==> src/rtl/fp32_pkg.sv <==
// Shared constants, state encoding and operand classification for the FP32 divider.
// Define ROUND_NEAREST_EN for round-to-nearest-even; otherwise results are truncated.
package fp32_pkg;

    localparam int unsigned WORD_W = 32;
    localparam int unsigned EXP_W  = 8;
    localparam int unsigned MANT_W = 23;
    localparam int unsigned BIAS   = 127;
    localparam int unsigned QBITS  = 26;
    localparam int unsigned CNT_W  = 5;
    localparam int unsigned EXPI_W = 10;

    localparam logic [WORD_W-1:0] QNAN = 32'h7FC0_0000;

`ifdef ROUND_NEAREST_EN
    localparam bit ROUND_EN = 1'b1;
`else
    localparam bit ROUND_EN = 1'b0;
`endif

    typedef enum logic [2:0] {IDLE, LOAD, DIVIDE, NORM, DONE} state_t;

    typedef enum logic [1:0] {CLS_ZERO, CLS_NORMAL, CLS_SPECIAL} op_class_t;

    // Subnormals fold into zero; any all-ones exponent is treated as non-numeric.
    function automatic op_class_t classify(input logic [EXP_W-1:0] e);
        if (e == '0) return CLS_ZERO;
        if (&e)      return CLS_SPECIAL;
        return CLS_NORMAL;
    endfunction

endpackage

==> src/rtl/fp32_divider_if.sv <==
// Request/response bundle between the FP sequencer (master) and the divider (slave).
interface fp32_divider_if;
    import fp32_pkg::*;

    logic              start;
    logic [WORD_W-1:0] a;
    logic [WORD_W-1:0] b;
    logic              busy;
    logic              done;
    logic [WORD_W-1:0] result;
    logic              div_by_zero;

    modport master (output start, a, b, input busy, done, result, div_by_zero);
    modport slave  (input start, a, b, output busy, done, result, div_by_zero);

endinterface

==> src/rtl/fp_div_core.sv <==
// Restoring mantissa divider: one quotient bit per step, remainder kept for the sticky bit.
module fp_div_core
    import fp32_pkg::*;
(
    input  logic              clock,
    input  logic              reset,
    input  logic              load,
    input  logic              step,
    input  logic [MANT_W:0]   dividend,
    input  logic [MANT_W:0]   divisor,
    output logic [QBITS-1:0]  q,
    output logic [MANT_W+1:0] rem
);

    logic [MANT_W:0] div_r;
    logic [MANT_W:0] diff;
    logic            fits;

    // When the divisor fits, the difference is below the divisor, so the low bits suffice.
    always_comb begin
        fits = rem >= {1'b0, div_r};
        diff = rem[MANT_W:0] - div_r;
    end

    always_ff @(posedge clock or posedge reset) begin
        if (reset) begin
            q     <= '0;
            rem   <= '0;
            div_r <= '0;
        end else if (load) begin
            q     <= '0;
            rem   <= {1'b0, dividend};
            div_r <= divisor;
        end else if (step) begin
            q   <= {q[QBITS-2:0], fits};
            rem <= fits ? {diff, 1'b0} : {rem[MANT_W:0], 1'b0};
        end
    end

endmodule

==> src/rtl/fp32_divider.sv <==
// Sequential IEEE-754 single-precision divider (result = a / b) with start/busy/done handshake.
// ROUND_NEAREST_EN selects round-to-nearest-even; default build truncates.
module fp32_divider
    import fp32_pkg::*;
(
    input  logic          clock,
    input  logic          reset,
    fp32_divider_if.slave bus
);

    state_t                    state;
    logic [WORD_W-1:0]         a_r, b_r;
    logic                      sign;
    logic signed [EXPI_W-1:0]  exp_r;
    logic [CNT_W-1:0]          count;
    logic                      busy, done, dbz;
    logic [WORD_W-1:0]         result;

    op_class_t                 cls_a, cls_b;
    logic                      special, special_dbz, sign_c;
    logic [WORD_W-1:0]         special_res, norm_res;
    logic                      core_load, core_step;
    logic [QBITS-1:0]          q;
    logic [MANT_W+1:0]         rem;

    logic [QBITS-1:0]          qn;
    logic signed [EXPI_W-1:0]  en;
    logic [MANT_W:0]           sig;
    logic                      guard, sticky, round_up;
    logic [MANT_W+1:0]         sum;
    logic [MANT_W-1:0]         frac;

    assign bus.busy        = busy;
    assign bus.done        = done;
    assign bus.result      = result;
    assign bus.div_by_zero = dbz;

    // Operand classification and the results that bypass the divider.
    always_comb begin
        cls_a       = classify(a_r[30:23]);
        cls_b       = classify(b_r[30:23]);
        sign_c      = a_r[31] ^ b_r[31];
        special     = (cls_a != CLS_NORMAL) || (cls_b != CLS_NORMAL);
        special_dbz = (cls_b == CLS_ZERO);
        if (cls_a == CLS_SPECIAL || cls_b == CLS_SPECIAL || (cls_a == CLS_ZERO && cls_b == CLS_ZERO))
            special_res = QNAN;
        else if (cls_b == CLS_ZERO)
            special_res = {sign_c, {EXP_W{1'b1}}, {MANT_W{1'b0}}};
        else
            special_res = {sign_c, {(WORD_W-1){1'b0}}};
        core_load = (state == LOAD) && !special;
        core_step = (state == DIVIDE);
    end

    fp_div_core u_core (
        .clock    (clock),
        .reset    (reset),
        .load     (core_load),
        .step     (core_step),
        .dividend ({1'b1, a_r[MANT_W-1:0]}),
        .divisor  ({1'b1, b_r[MANT_W-1:0]}),
        .q        (q),
        .rem      (rem)
    );

    // Normalise, round and pack the quotient; bit 0 of an unshifted quotient joins the sticky.
    always_comb begin
        qn = q;
        en = exp_r;
        if (!q[QBITS-1]) begin
            qn = {q[QBITS-2:0], 1'b0};
            en = exp_r - EXPI_W'(1);
        end
        sig      = qn[QBITS-1:2];
        guard    = qn[1];
        sticky   = qn[0] | (rem != '0);
        round_up = ROUND_EN & guard & (sticky | sig[0]);
        sum      = {1'b0, sig} + (MANT_W+2)'(round_up);
        if (sum[MANT_W+1]) begin
            frac = sum[MANT_W:1];
            en   = en + EXPI_W'(1);
        end else begin
            frac = sum[MANT_W-1:0];
        end
        if (en >= $signed(EXPI_W'(255)))
            norm_res = {sign, {EXP_W{1'b1}}, {MANT_W{1'b0}}};
        else if (en <= $signed(EXPI_W'(0)))
            norm_res = {sign, {(WORD_W-1){1'b0}}};
        else
            norm_res = {sign, en[EXP_W-1:0], frac};
    end

    always_ff @(posedge clock or posedge reset) begin
        if (reset) begin
            state  <= IDLE;
            a_r    <= '0;
            b_r    <= '0;
            sign   <= 1'b0;
            exp_r  <= '0;
            count  <= '0;
            busy   <= 1'b0;
            done   <= 1'b0;
            dbz    <= 1'b0;
            result <= '0;
        end else begin
            case (state)
                IDLE: begin
                    done <= 1'b0;
                    if (bus.start) begin
                        a_r   <= bus.a;
                        b_r   <= bus.b;
                        busy  <= 1'b1;
                        state <= LOAD;
                    end
                end
                LOAD: begin
                    sign  <= sign_c;
                    exp_r <= $signed({2'b00, a_r[30:23]}) - $signed({2'b00, b_r[30:23]})
                             + $signed(EXPI_W'(BIAS));
                    count <= CNT_W'(QBITS - 1);
                    if (special) begin
                        result <= special_res;
                        dbz    <= special_dbz;
                        done   <= 1'b1;
                        busy   <= 1'b0;
                        state  <= DONE;
                    end else begin
                        state <= DIVIDE;
                    end
                end
                DIVIDE: begin
                    if (count == '0) state <= NORM;
                    else             count <= count - CNT_W'(1);
                end
                NORM: begin
                    result <= norm_res;
                    dbz    <= 1'b0;
                    done   <= 1'b1;
                    busy   <= 1'b0;
                    state  <= DONE;
                end
                DONE: begin
                    done  <= 1'b0;
                    state <= IDLE;
                end
                default: state <= IDLE;
            endcase
        end
    end

endmodule
==> src/flat_wrapper.sv <==
// flat-port wrapper written by rule: the top's interface ports become plain ports
module fp32_divider_flat import fp32_pkg::*;
  (clock, reset, bus_start, bus_a, bus_b, bus_busy, bus_done, bus_result, bus_div_by_zero);
  fp32_divider_if bus_i ();
  input  logic clock;
  input  logic reset;
  input wire logic [$bits(bus_i.start)-1:0] bus_start;
  input wire logic [$bits(bus_i.a)-1:0] bus_a;
  input wire logic [$bits(bus_i.b)-1:0] bus_b;
  output wire logic [$bits(bus_i.busy)-1:0] bus_busy;
  output wire logic [$bits(bus_i.done)-1:0] bus_done;
  output wire logic [$bits(bus_i.result)-1:0] bus_result;
  output wire logic [$bits(bus_i.div_by_zero)-1:0] bus_div_by_zero;
  assign bus_i.start = bus_start;
  assign bus_i.a = bus_a;
  assign bus_i.b = bus_b;
  assign bus_busy = bus_i.busy;
  assign bus_done = bus_i.done;
  assign bus_result = bus_i.result;
  assign bus_div_by_zero = bus_i.div_by_zero;
  fp32_divider u_core (.clock(clock), .reset(reset), .bus(bus_i));
endmodule
==> config.mk <==
export PLATFORM = sky130hd
export DESIGN_NAME = fp32_divider_flat
export DESIGN_NICKNAME = d
export VERILOG_FILES = /design/src/rtl/fp32_pkg.sv /design/src/rtl/fp32_divider_if.sv /design/src/rtl/fp_div_core.sv /design/src/rtl/fp32_divider.sv /design/src/flat_wrapper.sv
export SDC_FILE = /design/constraint.sdc
export NUM_CORES = 1
export LEC_CHECK = 0
export BUFFER_PORTS_ARGS = -buffer_cell sky130_fd_sc_hd__buf_2
export CORE_MARGIN = 10
export CORE_UTILIZATION = 54
export CTS_CLUSTER_DIAMETER = 80
export DETAILED_ROUTE_END_ITERATION = 7
export HOLD_SLACK_MARGIN = 0.15
export PLACE_DENSITY_LB_ADDON = 0.2
export SYNTH_ARGS = -nofsm -noshare
export SYNTH_HDL_FRONTEND = slang
export SYNTH_SLANG_ARGS = --single-unit
==> constraint.sdc <==
create_clock -name clock -period 5.8 [get_ports clock]
set_clock_uncertainty 0.2 [all_clocks]
set_input_delay 0.87 -clock clock [delete_from_list [all_inputs] [get_ports clock]]
set_output_delay 0.87 -clock clock [all_outputs]
set_load 0.01 [all_outputs]
==> summary.txt, run 1 <==
Vias in the first global route: 7,593
CP endpoint: u_core.u_core.rem[2]
CTS tree: yes
CP startpoint kind: flop
Height of the chip: 156 um
Area growth syn-to-layout: 12.6%
GPL Wtd Cong: 0.860
I/O Pins: 102
Number of I/O port buffers: 101
Max_slew headroom: 31.3%
Mapped Avg Cell Area: 9.92 um^2
GRT Util Overall: 18.8%
Final worst slack: 2.59 ns
Overflow after GRT: 0
Final Cycle Share: 55.3%
Post-CTS Hold Buffers: 0
DRT iter0 DRCs: 735
Root buf cell: clkbuf_16
Synth Flop Type: dfrtp_1
Fin crit period: 3.21 ns
Post-Syn Instances: 1,008
Resized Gates After CTS: 0
Min-delay worst type: reg2reg
Synth Cell Area: 0.0100 mm^2
Synth warn: 0
Drt drc: 0
DIE WIDTH: 156 um
Starting Density: 55.3%
Number of synthesized flops with an enable pin: 0
DP HPWL: 15,500 um
RR Endpoint: u_core.u_core.rem[2]
Max clock buf depth: 2
Core box area: 0.0181 mm^2
Clk sink count: 193
Routed Antenna Nets: 0
H-tree levels: 4
Routed wire per std cell: 16.8 um
Cell leakage power: 5.06 nW
Ys async rst share: 100%
Crit path kind: reg2reg
Mapped Nets: 1,113
Vias/cell: 5.70
Critical path required time: 5.93 ns
Measured slew at the worst slew-check pin: 1.03 ns
Clk_lat worst skew: 0.43 ns
Crit path from: u_core.u_core.rem[8]
Flop-to-flop setup slack: 2.59 ns
Most common cell after layout, fill and taps aside: dfrtp_1
Ant diodes: 0
Setup Fix Bufs, Post-CTS: 0
Clock transition at the registers of the reported paths: 0.07 ns
Cell Pwr Density: 649 mW/mm^2
Dpl ws: 2.63 ns
Register bit total from synthesis: 193
Setup violations, final: 0
Slew Viols, Final: 0
Layout cells sized above 1: 19.7%
Die ar.: 0.0244 mm^2
Total CTS buffers: 17
Fmax: 0.311 GHz
Vias: 7,610
Max FO, Critical Path: 15
CP arrival: 3.34 ns
Routed WL: 22,500 um
Antenna violations before repair: 0
Fin nets: 1,199
Synth cell types: 66
Max IR drop VDD: 0.000369 V
First-pass GRT wire length: 38,100 um
CP Capture Type: flop
Largest net degree at the start of global routing: 194
Hold Vio Cnt, Final: 0
Reg2Reg Launch Point: u_core.u_core.rem[8]
Status: finished, final reports clean
RSZ-0062 raised after global routing: no
Reg2Reg Depth: 10
Router iterations before antenna repair: 6
Max-Cap Viols: 0
Sequential area share after synthesis: 48.3%
Most frequent cells in the layout: dfrtp_1 (193), nand2_1 (154), o21ai_0 (134)
FP Rows: 49
Design Power: 7.31 mW
Final Util: 62.3%
Setup TNS: 0 ns
Hold path depth: 2
## critical path, cell delays in order, from the launching register on
cell and delay (ns):
dfrtp_1 0.42, ha_1 0.42, nand4_1 0.21, nor3_1 0.21, o31ai_1 0.13, nand2_1 0.15
a22oi_1 0.14, o31ai_4 0.33, buf_4 0.35, mux2_2 0.37, o21ai_0 0.17
## power breakdown
part	internal (mW)	switching [mW]
Clock	0.584	0.518
Sequential	1.89	0.393
Combinational	1.71	2.21
Total	4.19	3.12
## registers in the layout, indices dropped and copies added, names as in the netlist, 3 cells and up
name,cells
u_core.u_core.q,26
u_core.a_r,32
u_core.u_core.div_r,24
u_core.count,5
u_core.state,3
u_core.bus.result,32
u_core.b_r,32
u_core.exp_r,10
u_core.u_core.rem,25
## per-stage QoR
stage          instance area, um^2  hold slack (ns)  cells
2_1_floorplan                10000            0.231   1008
3_3_place_gp                 10700            0.259   1304
3_5_place_dp                 10700            0.265   1304
4_1_cts                      11300            0.281   1335
5_1_grt                      11300            0.300   1335
6_report                     11300            0.274   1335
## worst min path at each step
stage                            start                       to  slack, ns
3_3_place_gp     u_core.bus.result[31]    u_core.bus.result[31]       0.26
3_5_place_dp             u_core.b_r[5]   u_core.u_core.div_r[5]       0.26
6_report         u_core.bus.result[11]    u_core.bus.result[11]       0.27
2_1_floorplan  u_core.u_core.div_r[23]  u_core.u_core.div_r[23]       0.23
5_1_grt          u_core.bus.result[18]    u_core.bus.result[18]       0.30
4_1_cts                  u_core.b_r[5]   u_core.u_core.div_r[5]       0.28
## synth_stat cells (all sizes together) (3+ instances only)
master  instances  area, um^2
mux2i          37         370
clkbuf         37         139
o21bai          4        45.0
or2             5        31.3
xor2           14         123
nor2           43         161
and3            8        50.1
nand4           6        37.5
dfrtp         193        4830
ha             36         450
nand2b         11        68.8
a31oi           8        50.1
a21boi          3        22.5
xnor2          22         193
nand3           8        40.0
and2            5        31.3
nand2         154         578
nor2b           7        43.8
a32oi           3        26.3
mux2           58         653
nor4            8        71.3
o21ai         138         694
or3             5        31.3
o22a            8        70.1
o21a            6        45.0
a21o           13        97.6
buf             7        52.5
inv            51         191
a211oi          6        45.0
a22oi          17         128
a221o           6        60.1
nor3           13        70.1
a21oi          30         150
o31ai           8        60.1
## cell families (layout without fill, tap and decap cells)
logic type	after synthesis	after routing	synth area share, %
fa+ha+maj	38	38	4.91
xor+xnor	36	36	3.15
mux	95	95	10.2
simple gates	284	284	13.1
compound gates	266	266	16.4
buf+inv	96	194	3.87
flops	193	193	48.3
## cell type report
cell class	instances	area [um^2]
fillers	1556	6820
multi-input cells	719	4810
repair buffers	111	593
inverters	52	199
well taps	229	287
clock buffers	20	467
flip-flops and latches	193	4830
clock inverters	11	80.1
## routing by layer
layer	global-route usage (%)	up-vias	share of wire, %
met2	31.0	153	48
met4	3.64	0	0.82
li1	-	3729	-
met5	0	-	0
met3	3.83	17	4.1
met1	25.4	3711	47
No activity file was read; power rests on OpenSTA's default activity.
==> run 2, diff against run 1 <==
ABC_AREA = 1   (was not set)
clock period = 2.75 ns   (was 5.8 ns; I/O delays follow)
==> summary.txt, run 2 <==
Crit path kind: reg2reg (unchanged)
Ranking of synthesized cells by area: dfrtp_1 (45%), nand2_1 (12%), mux2_2 (5.8%) (was dfrtp_1 (48%), o21ai_0 (6.7%), mux2_2 (6.5%))
RR Endpoint: u_core.u_core.rem[8] (was u_core.u_core.rem[2])
Most used cell, CP: nand2_1
Ys async rst share: 100% (unchanged)
Flop-to-flop setup slack: 0.24 ns (was 2.59 ns)
Max clock buf depth: 2 (unchanged)
CP arrival: 2.64 ns (was 3.34 ns)
Setup violations, final: 0 (unchanged)
Total CTS buffers: 17 (unchanged)
Area after DPL: 0.0116 mm^2 (was 0.0107 mm^2)
Cell Count Post-Placement: 1,628 (was 1,304)
Fin crit period: 2.51 ns (was 3.21 ns)
Reg2Reg Depth: 13 (was 10)
CP Capture Type: flop (unchanged)
Hold path depth: 4 (was 2)
Most frequent cell after synthesis: nand2_1 (was dfrtp_1)
Drt drc: 0 (unchanged)
Critical path required time: 2.88 ns (was 5.93 ns)
DIE WIDTH: 161 um (was 156 um)
Area leader, netlist: dfrtp_1 (unchanged)
Hold path start: bus_start (was u_core.bus.result[11])
CP startpoint kind: flop (unchanged)
Hold worst-path end: u_core.state[0] (was u_core.bus.result[11])
Core box area: 0.0195 mm^2 (was 0.0181 mm^2)
Reg2Reg Launch Point: u_core.u_core.rem[2] (was u_core.u_core.rem[8])
Clock transition at the registers of the reported paths: 0.08 ns (was 0.07 ns)
Regs by FF count: u_core.a_r: 32 flops, u_core.b_r: 32 flops, u_core.bus.result: 32 flops (unchanged)
Vias/cell: 5.24 (was 5.70)
I/O Pins: 102 (unchanged)
DP HPWL: 18,600 um (was 15,500 um)
Area share of the largest cell type after synthesis: 45.1% (was 48.3%)
Cell Pwr Density: 1270 mW/mm^2 (was 649 mW/mm^2)
Delay of the slowest cell on the worst path: 0.43 ns (was 0.42 ns)
Max_slew headroom: 65.3% (was 31.3%)
Post-Layout Cell Count: 1,727 (was 1,335)
Sequential area share after synthesis: 45.1% (was 48.3%)
GPL Wtd Cong: 1.01 (was 0.860)
Hold Vio Cnt, Final: 0 (unchanged)
Fin nets: 1,552 (was 1,199)
GRT Util Overall: 20.4% (was 18.8%)
Layout cells sized above 1: 18.3% (was 19.7%)
Setup Fix Bufs, Post-CTS: 0 (unchanged)
Design Power: 16.2 mW (was 7.31 mW)
H-tree levels: 4 (unchanged)
Height of the chip: 161 um (was 156 um)
Synth Cell Area: 0.0107 mm^2 (was 0.0100 mm^2)
CTS tree: yes (unchanged)
Final Util: 65.8% (was 62.3%)
Area growth syn-to-layout: 19.6% (was 12.6%)
Synth warn: 0 (unchanged)
Finished Cell Area: 0.0128 mm^2 (was 0.0113 mm^2)
FP Rows: 51 (was 49)
Status: finished, final reports clean (unchanged)
Max IR drop VDD: 0.000609 V (was 0.000369 V)
Slew Viols, Final: 0 (unchanged)
Post-CTS Hold Buffers: 65 (was 0)
Number of synthesized flops with an enable pin: 0 (unchanged)
Max-Cap Viols: 0 (unchanged)
Overflow after GRT: 0 (unchanged)
Critical-path top delay cell: dfrtp_1 (unchanged)
WP buf/inv: 1 (unchanged)
Mapped Avg Cell Area: 8.34 um^2 (was 9.92 um^2)
Router iterations before antenna repair: 6 (unchanged)
CP Cell Sequence: ha_1 > nand3b_1 > nand2_1 > nand2_1 > nand2_1 > nand2_1 > nand2_1 > nand2_1 > nand3_2 > buf_4 > nand3_1 > nand3_1 > nand2_1 (was ha_1 > nand4_1 > nor3_1 > o31ai_1 > nand2_1 > a22oi_1 > o31ai_4 > buf_4 > mux2_2 > o21ai_0)
Most frequent cells after synthesis: nand2_1 (332), dfrtp_1 (193), inv_1 (156), nand3_1 (84), nor2_1 (80) (was dfrtp_1 (193), nand2_1 (154), o21ai_0 (134), mux2_2 (58), inv_1 (51))
Most common cell after layout, fill and taps aside: nand2_1 (was dfrtp_1)
Vias in the first global route: 8,970 (was 7,593)
Antenna violations before repair: 2 (was 0)
Post-Syn Instances: 1,283 (was 1,008)
Final Cycle Share: 91.3% (was 55.3%)
Register bit total from synthesis: 193 (unchanged)
Most frequent cells in the layout: nand2_1 (332), dfrtp_1 (193), inv_1 (154) (was dfrtp_1 (193), nand2_1 (154), o21ai_0 (134))
Routed Antenna Nets: 0 (unchanged)
Die ar.: 0.0259 mm^2 (was 0.0244 mm^2)
Routed WL: 26,200 um (was 22,500 um)
Clk sink count: 193 (unchanged)
Hold WS: 0.237 ns (was 0.274 ns)
Cell leakage power: 6.55 nW (was 5.06 nW)
Max FO, Critical Path: 18 (was 15)
Synth cell types: 48 (was 66)
DRT iter0 DRCs: 484 (was 735)
Number of I/O port buffers: 101 (unchanged)
RSZ-0062 raised after global routing: no (unchanged)
Crit-path leading delay family: simple AND/OR/NAND/NOR gates (was compound AO/OA/AOI/OAI gates)
Root buf cell: clkbuf_16 (unchanged)
Synth Flop Type: dfrtp_1 (unchanged)
Measured slew at the worst slew-check pin: 0.521 ns (was 1.03 ns)
Fmax: 0.398 GHz (was 0.311 GHz)
Largest net degree at the start of global routing: 75 (was 194)
First-pass GRT wire length: 44,100 um (was 38,100 um)
Starting Density: 55.0% (was 55.3%)
Resized Gates After CTS: 0 (unchanged)
Routed wire per std cell: 15.2 um (was 16.8 um)
Mapped Nets: 1,388 (was 1,113)
Clk_lat worst skew: 0.44 ns (was 0.43 ns)
Vias: 9,057 (was 7,610)
Min-delay worst type: in2reg (was reg2reg)
## run 2: worst reg2reg max path, cell delays in order, from the launching register on
cell and delay [ns]:
dfrtp_1 0.43, ha_1 0.39, nand3b_1 0.11, nand2_1 0.14, nand2_1 0.07, nand2_1 0.12
nand2_1 0.06, nand2_1 0.13, nand2_1 0.11, nand3_2 0.11, buf_4 0.23, nand3_1 0.15
nand3_1 0.10, nand2_1 0.05
## run 2: worst max path at each step
stage                    startpoint                   end  slack [ns]  depth (start not counted)
2_1_floorplan                 reset         u_core.a_r[0]       -0.35                          1
3_3_place_gp   u_core.u_core.rem[6]  u_core.u_core.rem[8]        0.36                         10
3_5_place_dp   u_core.u_core.rem[2]  u_core.u_core.rem[3]        0.31                         14
4_1_cts        u_core.u_core.rem[2]  u_core.u_core.rem[8]        0.29                         13
5_1_grt        u_core.u_core.rem[2]  u_core.u_core.rem[6]        0.05                         14
6_report       u_core.u_core.rem[2]  u_core.u_core.rem[8]        0.24                         13
## run 2: area by class of cell
type	instances	area, um^2
Sequential cell	193	4830
Inverter	170	642
Tap cell	265	332
Clock buffer	17	425
Timing Repair Buffer	187	1380
Antenna cell	2	5.00
Multi-Input combinational cell	878	5040
Fill cell	1652	6660
Clock inverter	15	159
## run 2: metal layers
layer | up-vias | GRT usage, % | routed length (um) | part of all wire [%]
li1 | 4517 | - | - | -
met1 | 4272 | 26.8 | 11900 | 45
met2 | 219 | 33.4 | 12500 | 48
met3 | 49 | 3.89 | 1180 | 4.5
met4 | 0 | 6.45 | 611 | 2.3
met5 | - | 0 | 0 | 0
## run 2: cells by family after synthesis
logic type	synth area share [%]
compound gates	10.1
xor+xnor	1.47
fa+ha+maj	4.58
buf+inv	7.96
flops	45.1
mux	7.66
simple gates	23.1
## run 2: where the power goes
part | internal, mW | switching, mW | total [mW] | leakage (nW)
registers | 3.92 | 0.706 | 4.63 | 2.41
logic | 3.41 | 5.69 | 9.10 | 3.85
clock network | 1.22 | 1.26 | 2.48 | 0.285
## run 2: stage by stage
step / worst slack [ns] / TNS [ns]
2_1_floorplan: -0.353 / -68.11
3_3_place_gp: 0.356 / 0
3_5_place_dp: 0.315 / 0
4_1_cts: 0.291 / 0
5_1_grt: 0.0524 / 0
6_report: 0.238 / 0
==> run 3, diff against run 2 <==
SYNTH_HIERARCHICAL = 1   (was not set)
==> summary.txt, run 3 <==
Sw Ratio: 49.9% (was 47.2%)
Total CTS buffers: 17 (unchanged)
Crit-path leading delay family: buffers and inverters (was simple AND/OR/NAND/NOR gates)
Area after DPL: 0.0118 mm^2 (was 0.0116 mm^2)
Vias/cell: 5.22 (was 5.24)
Largest net degree at the start of global routing: 72 (was 75)
Most frequent cells in the layout: nand2_1 (468), dfrtp_1 (193), inv_1 (179) (was nand2_1 (332), dfrtp_1 (193), inv_1 (154))
Fmax: 0.396 GHz (was 0.398 GHz)
Design Power: 17.9 mW (was 16.2 mW)
Max clock buf depth: 2 (unchanged)
Max-Cap Viols: 0 (unchanged)
Overflow after GRT: 0 (unchanged)
Synth warn: 6 (was 0)
Root buf cell: clkbuf_16 (unchanged)
Critical path required time: 2.86 ns (was 2.88 ns)
Post-Syn Instances: 1,435 (was 1,283)
Regs by FF count: u_core/a_r: 32 flops, u_core/b_r: 32 flops, u_core/bus.result: 32 flops (was u_core.a_r: 32 flops, u_core.b_r: 32 flops, u_core.bus.result: 32 flops)
Ranking of synthesized cells by area: dfrtp_1 (44%), nand2_1 (16%), inv_1 (6.2%) (was dfrtp_1 (45%), nand2_1 (12%), mux2_2 (5.8%))
Routed wire per std cell: 15.2 um (about the same)
Area leader, netlist: dfrtp_1 (unchanged)
Cell leakage power: 6.75 nW (was 6.55 nW)
Height of the chip: 163 um (was 161 um)
Setup Fix Bufs, Post-CTS: 0 (unchanged)
Number of I/O port buffers: 101 (unchanged)
Routed WL: 28,500 um (was 26,200 um)
Measured slew at the worst slew-check pin: 0.753 ns (was 0.521 ns)
Area growth syn-to-layout: 18.0% (was 19.6%)
Register bit total from synthesis: 193 (unchanged)
First-pass GRT wire length: 49,100 um (was 44,100 um)
Clk sink count: 193 (unchanged)
Fin crit period: 2.52 ns (was 2.51 ns)
Combinational share of power: 59.4% (was 56.1%)
Net Switching: 8.93 mW (was 7.66 mW)
Layout fillers: 1,769 (was 1,652)
Max FO, Critical Path: 71 (was 18)
CP Cell Sequence: nor2_1 > nand3_1 > nor2_1 > nor2_1 > nand3_1 > inv_2 > buf_4 > mux2_2 (was ha_1 > nand3b_1 > nand2_1 > nand2_1 > nand2_1 > nand2_1 > nand2_1 > nand2_1 > nand3_2 > buf_4 > nand3_1 > nand3_1 > nand2_1)
Setup TNS: 0 ns (unchanged)
DRT iter0 DRCs: 660 (was 484)
Synth cell types: 51 (was 48)
Most frequent cell after synthesis: nand2_1 (unchanged)
Area share of the largest cell type after synthesis: 43.8% (was 45.1%)
Delay of the slowest cell on the worst path: 0.57 ns (was 0.43 ns)
WP buf/inv: 2 (was 1)
GRT Util Overall: 22.3% (was 20.4%)
Vias in the first global route: 9,833 (was 8,970)
Mapped Avg Cell Area: 7.69 um^2 (was 8.34 um^2)
Setup violations, final: 0 (unchanged)
Max_slew headroom: 49.8% (was 65.3%)
Final Cycle Share: 91.7% (was 91.3%)
Status: finished, final reports clean (unchanged)
Cell Pwr Density: 1370 mW/mm^2 (was 1270 mW/mm^2)
Sequential area share after synthesis: 43.8% (was 45.1%)
CP startpoint kind: flop (unchanged)
Final Util: 64.5% (was 65.8%)
Ys async rst share: 100% (unchanged)
CTS tree: yes (unchanged)
CP Capture Type: flop (unchanged)
Number of synthesized flops with an enable pin: 0 (unchanged)
FP Rows: 52 (was 51)
RSZ-0062 raised after global routing: no (unchanged)
DIE WIDTH: 163 um (was 161 um)
Footprint of the multi-input gates: 0.00517 mm^2 (was 0.00504 mm^2)
Finished Cell Area: 0.0130 mm^2 (was 0.0128 mm^2)
Most used cell, CP: nor2_1 (was nand2_1)
Int Power: 8.95 mW (was 8.56 mW)
Max IR drop VDD: 0.000642 V (was 0.000609 V)
CP arrival: 2.64 ns (about the same)
H-tree levels: 4 (unchanged)
Antenna violations before repair: 0 (was 2)
Die ar.: 0.0265 mm^2 (was 0.0259 mm^2)
Sequential Area: 0.00483 mm^2 (unchanged)
Most common cell after layout, fill and taps aside: nand2_1 (unchanged)
Drt drc: 0 (unchanged)
Clock transition at the registers of the reported paths: 0.08 ns (about the same)
Part of the power in the clock network: 13.9% (was 15.3%)
Synth Flop Type: dfrtp_1 (unchanged)
Synth Cell Area: 0.0110 mm^2 (was 0.0107 mm^2)
GPL Wtd Cong: 0.950 (was 1.01)
Vias: 9,780 (was 9,057)
Most frequent cells after synthesis: nand2_1 (469), dfrtp_1 (193), inv_1 (183), nand3_1 (127), nor2_1 (85) (was nand2_1 (332), dfrtp_1 (193), inv_1 (156), nand3_1 (84), nor2_1 (80))
Layout cells sized above 1: 13.7% (was 18.3%)
Critical-path top delay cell: buf_4 (was dfrtp_1)
Routed Antenna Nets: 0 (unchanged)
Min-delay worst type: reg2reg (was in2reg)
Reg power frac: 26.8% (was 28.5%)
DP HPWL: 20,000 um (was 18,600 um)
Starting Density: 54.7% (was 55.0%)
Hold Vio Cnt, Final: 0 (unchanged)
Ant diodes: 0 (was 2)
Router iterations before antenna repair: 5 (was 6)
Core box area: 0.0202 mm^2 (was 0.0195 mm^2)
I/O Pins: 102 (unchanged)
Clk_lat worst skew: 0.44 ns (about the same)
Crit path kind: reg2reg (unchanged)
Fin nets: 1,695 (was 1,552)
Slew Viols, Final: 0 (unchanged)
[run 3: cell types whose count changed after synthesis, sizes merged, moves of 9 or more]
| cell | previous run | this run |
|---|---|---|
| o22ai | 1 | 24 |
| inv | 167 | 191 |
| nand2 | 336 | 474 |
| clkbuf | 14 | 23 |
| mux2 | 55 | 1 |
| nand3 | 86 | 130 |
| o21ai | 90 | 74 |
| a21oi | 49 | 26 |
[run 3: repair_timing]
action / in CTS / in global routing
endpoints found under the setup margin: 0 / 3
hold buffers: 66 / 0
resized for setup: 0 / 2
hold endpoints to repair: 108 / 0
[run 3: logic make-up (layout without fill, tap and decap cells)]
family	count (synthesis)	count (layout)	share of synthesized area [%]
and+or+nand+nor	761	761	29.8
muxes	18	18	1.64
buffers and inverters	245	412	9.46
other	1	2	0.0340
DFF	193	193	43.8
adders and majority gates	38	38	4.45
AOI/OAI and AO/OA	159	159	9.21
xor gates and xnor gates	20	20	1.59
[run 3: routing by layer]
metal / routed length [um] / vias up / share of wire (%) / track usage, %
met5: 0 / - / 0 / 0
met2: 14200 / 179 / 50 / 38.1
met1: 12900 / 4660 / 45 / 29.0
met4: 359 / 0 / 1.3 / 5.57
met3: 1070 / 23 / 3.8 / 3.54
li1: - / 4918 / - / -
[run 3: stage by stage]
| stage | instances | hold slack [ns] | setup WS (ns) |
|---|---|---|---|
| after floorplan | 1436 | 0.236 | 0.228 |
| after global placement | 1775 | 0.254 | 0.180 |
| after detailed placement | 1775 | 0.258 | 0.177 |
| after CTS | 1873 | 0.278 | 0.153 |
| after global routing | 1873 | 0.292 | 0.00651 |
| final | 1873 | 0.274 | 0.227 |
[run 3: final timing paths]
kind | start | end | slack, ns | cells after the start
worst max-delay path | u_core/b_r[23] | u_core/u_core/div_r[0] | 0.23 | 8
worst min-delay path | u_core/b_r[13] | u_core/b_r[13] | 0.27 | 2
worst max register to register | u_core/b_r[23] | u_core/u_core/div_r[0] | 0.23 | 8
worst min register to register | u_core/b_r[13] | u_core/b_r[13] | 0.27 | 2
max in group asynchronous | reset | u_core/u_core/div_r[22] | 1.25 | 4
min in group asynchronous | reset | u_core/u_core/q[5] | 0.39 | 3
[run 3: area by class of cell]
type	count	area share, %
Multi-Input combinational cell	998	39.7
Clock buffer	18	3.30
Sequential cell	193	37.1
Tap cell	270	2.60
Timing Repair Buffer	188	10.6
Clock inverter	14	1.11
Inverter	192	5.60
[run 3: worst register-to-register path, delay by kind of cell, from the launching register on]
kind          cells  cell delay [ns]
buf+inv           2             0.69
mux               1             0.42
simple gates      5             0.68
flops             1             0.42
[run 3: power by group through the flow]
| stage | clock (mW) | sequential [mW] | combinational, mW |
|---|---|---|---|
| after floorplan | 0 | 4.68 | 8.16 |
| after global placement | 0 | 4.80 | 10.2 |
| after detailed placement | 0 | 4.82 | 10.4 |
| after CTS | 2.53 | 4.78 | 10.6 |
| after global routing | 2.64 | 4.93 | 12.1 |
| final | 2.48 | 4.79 | 10.6 |
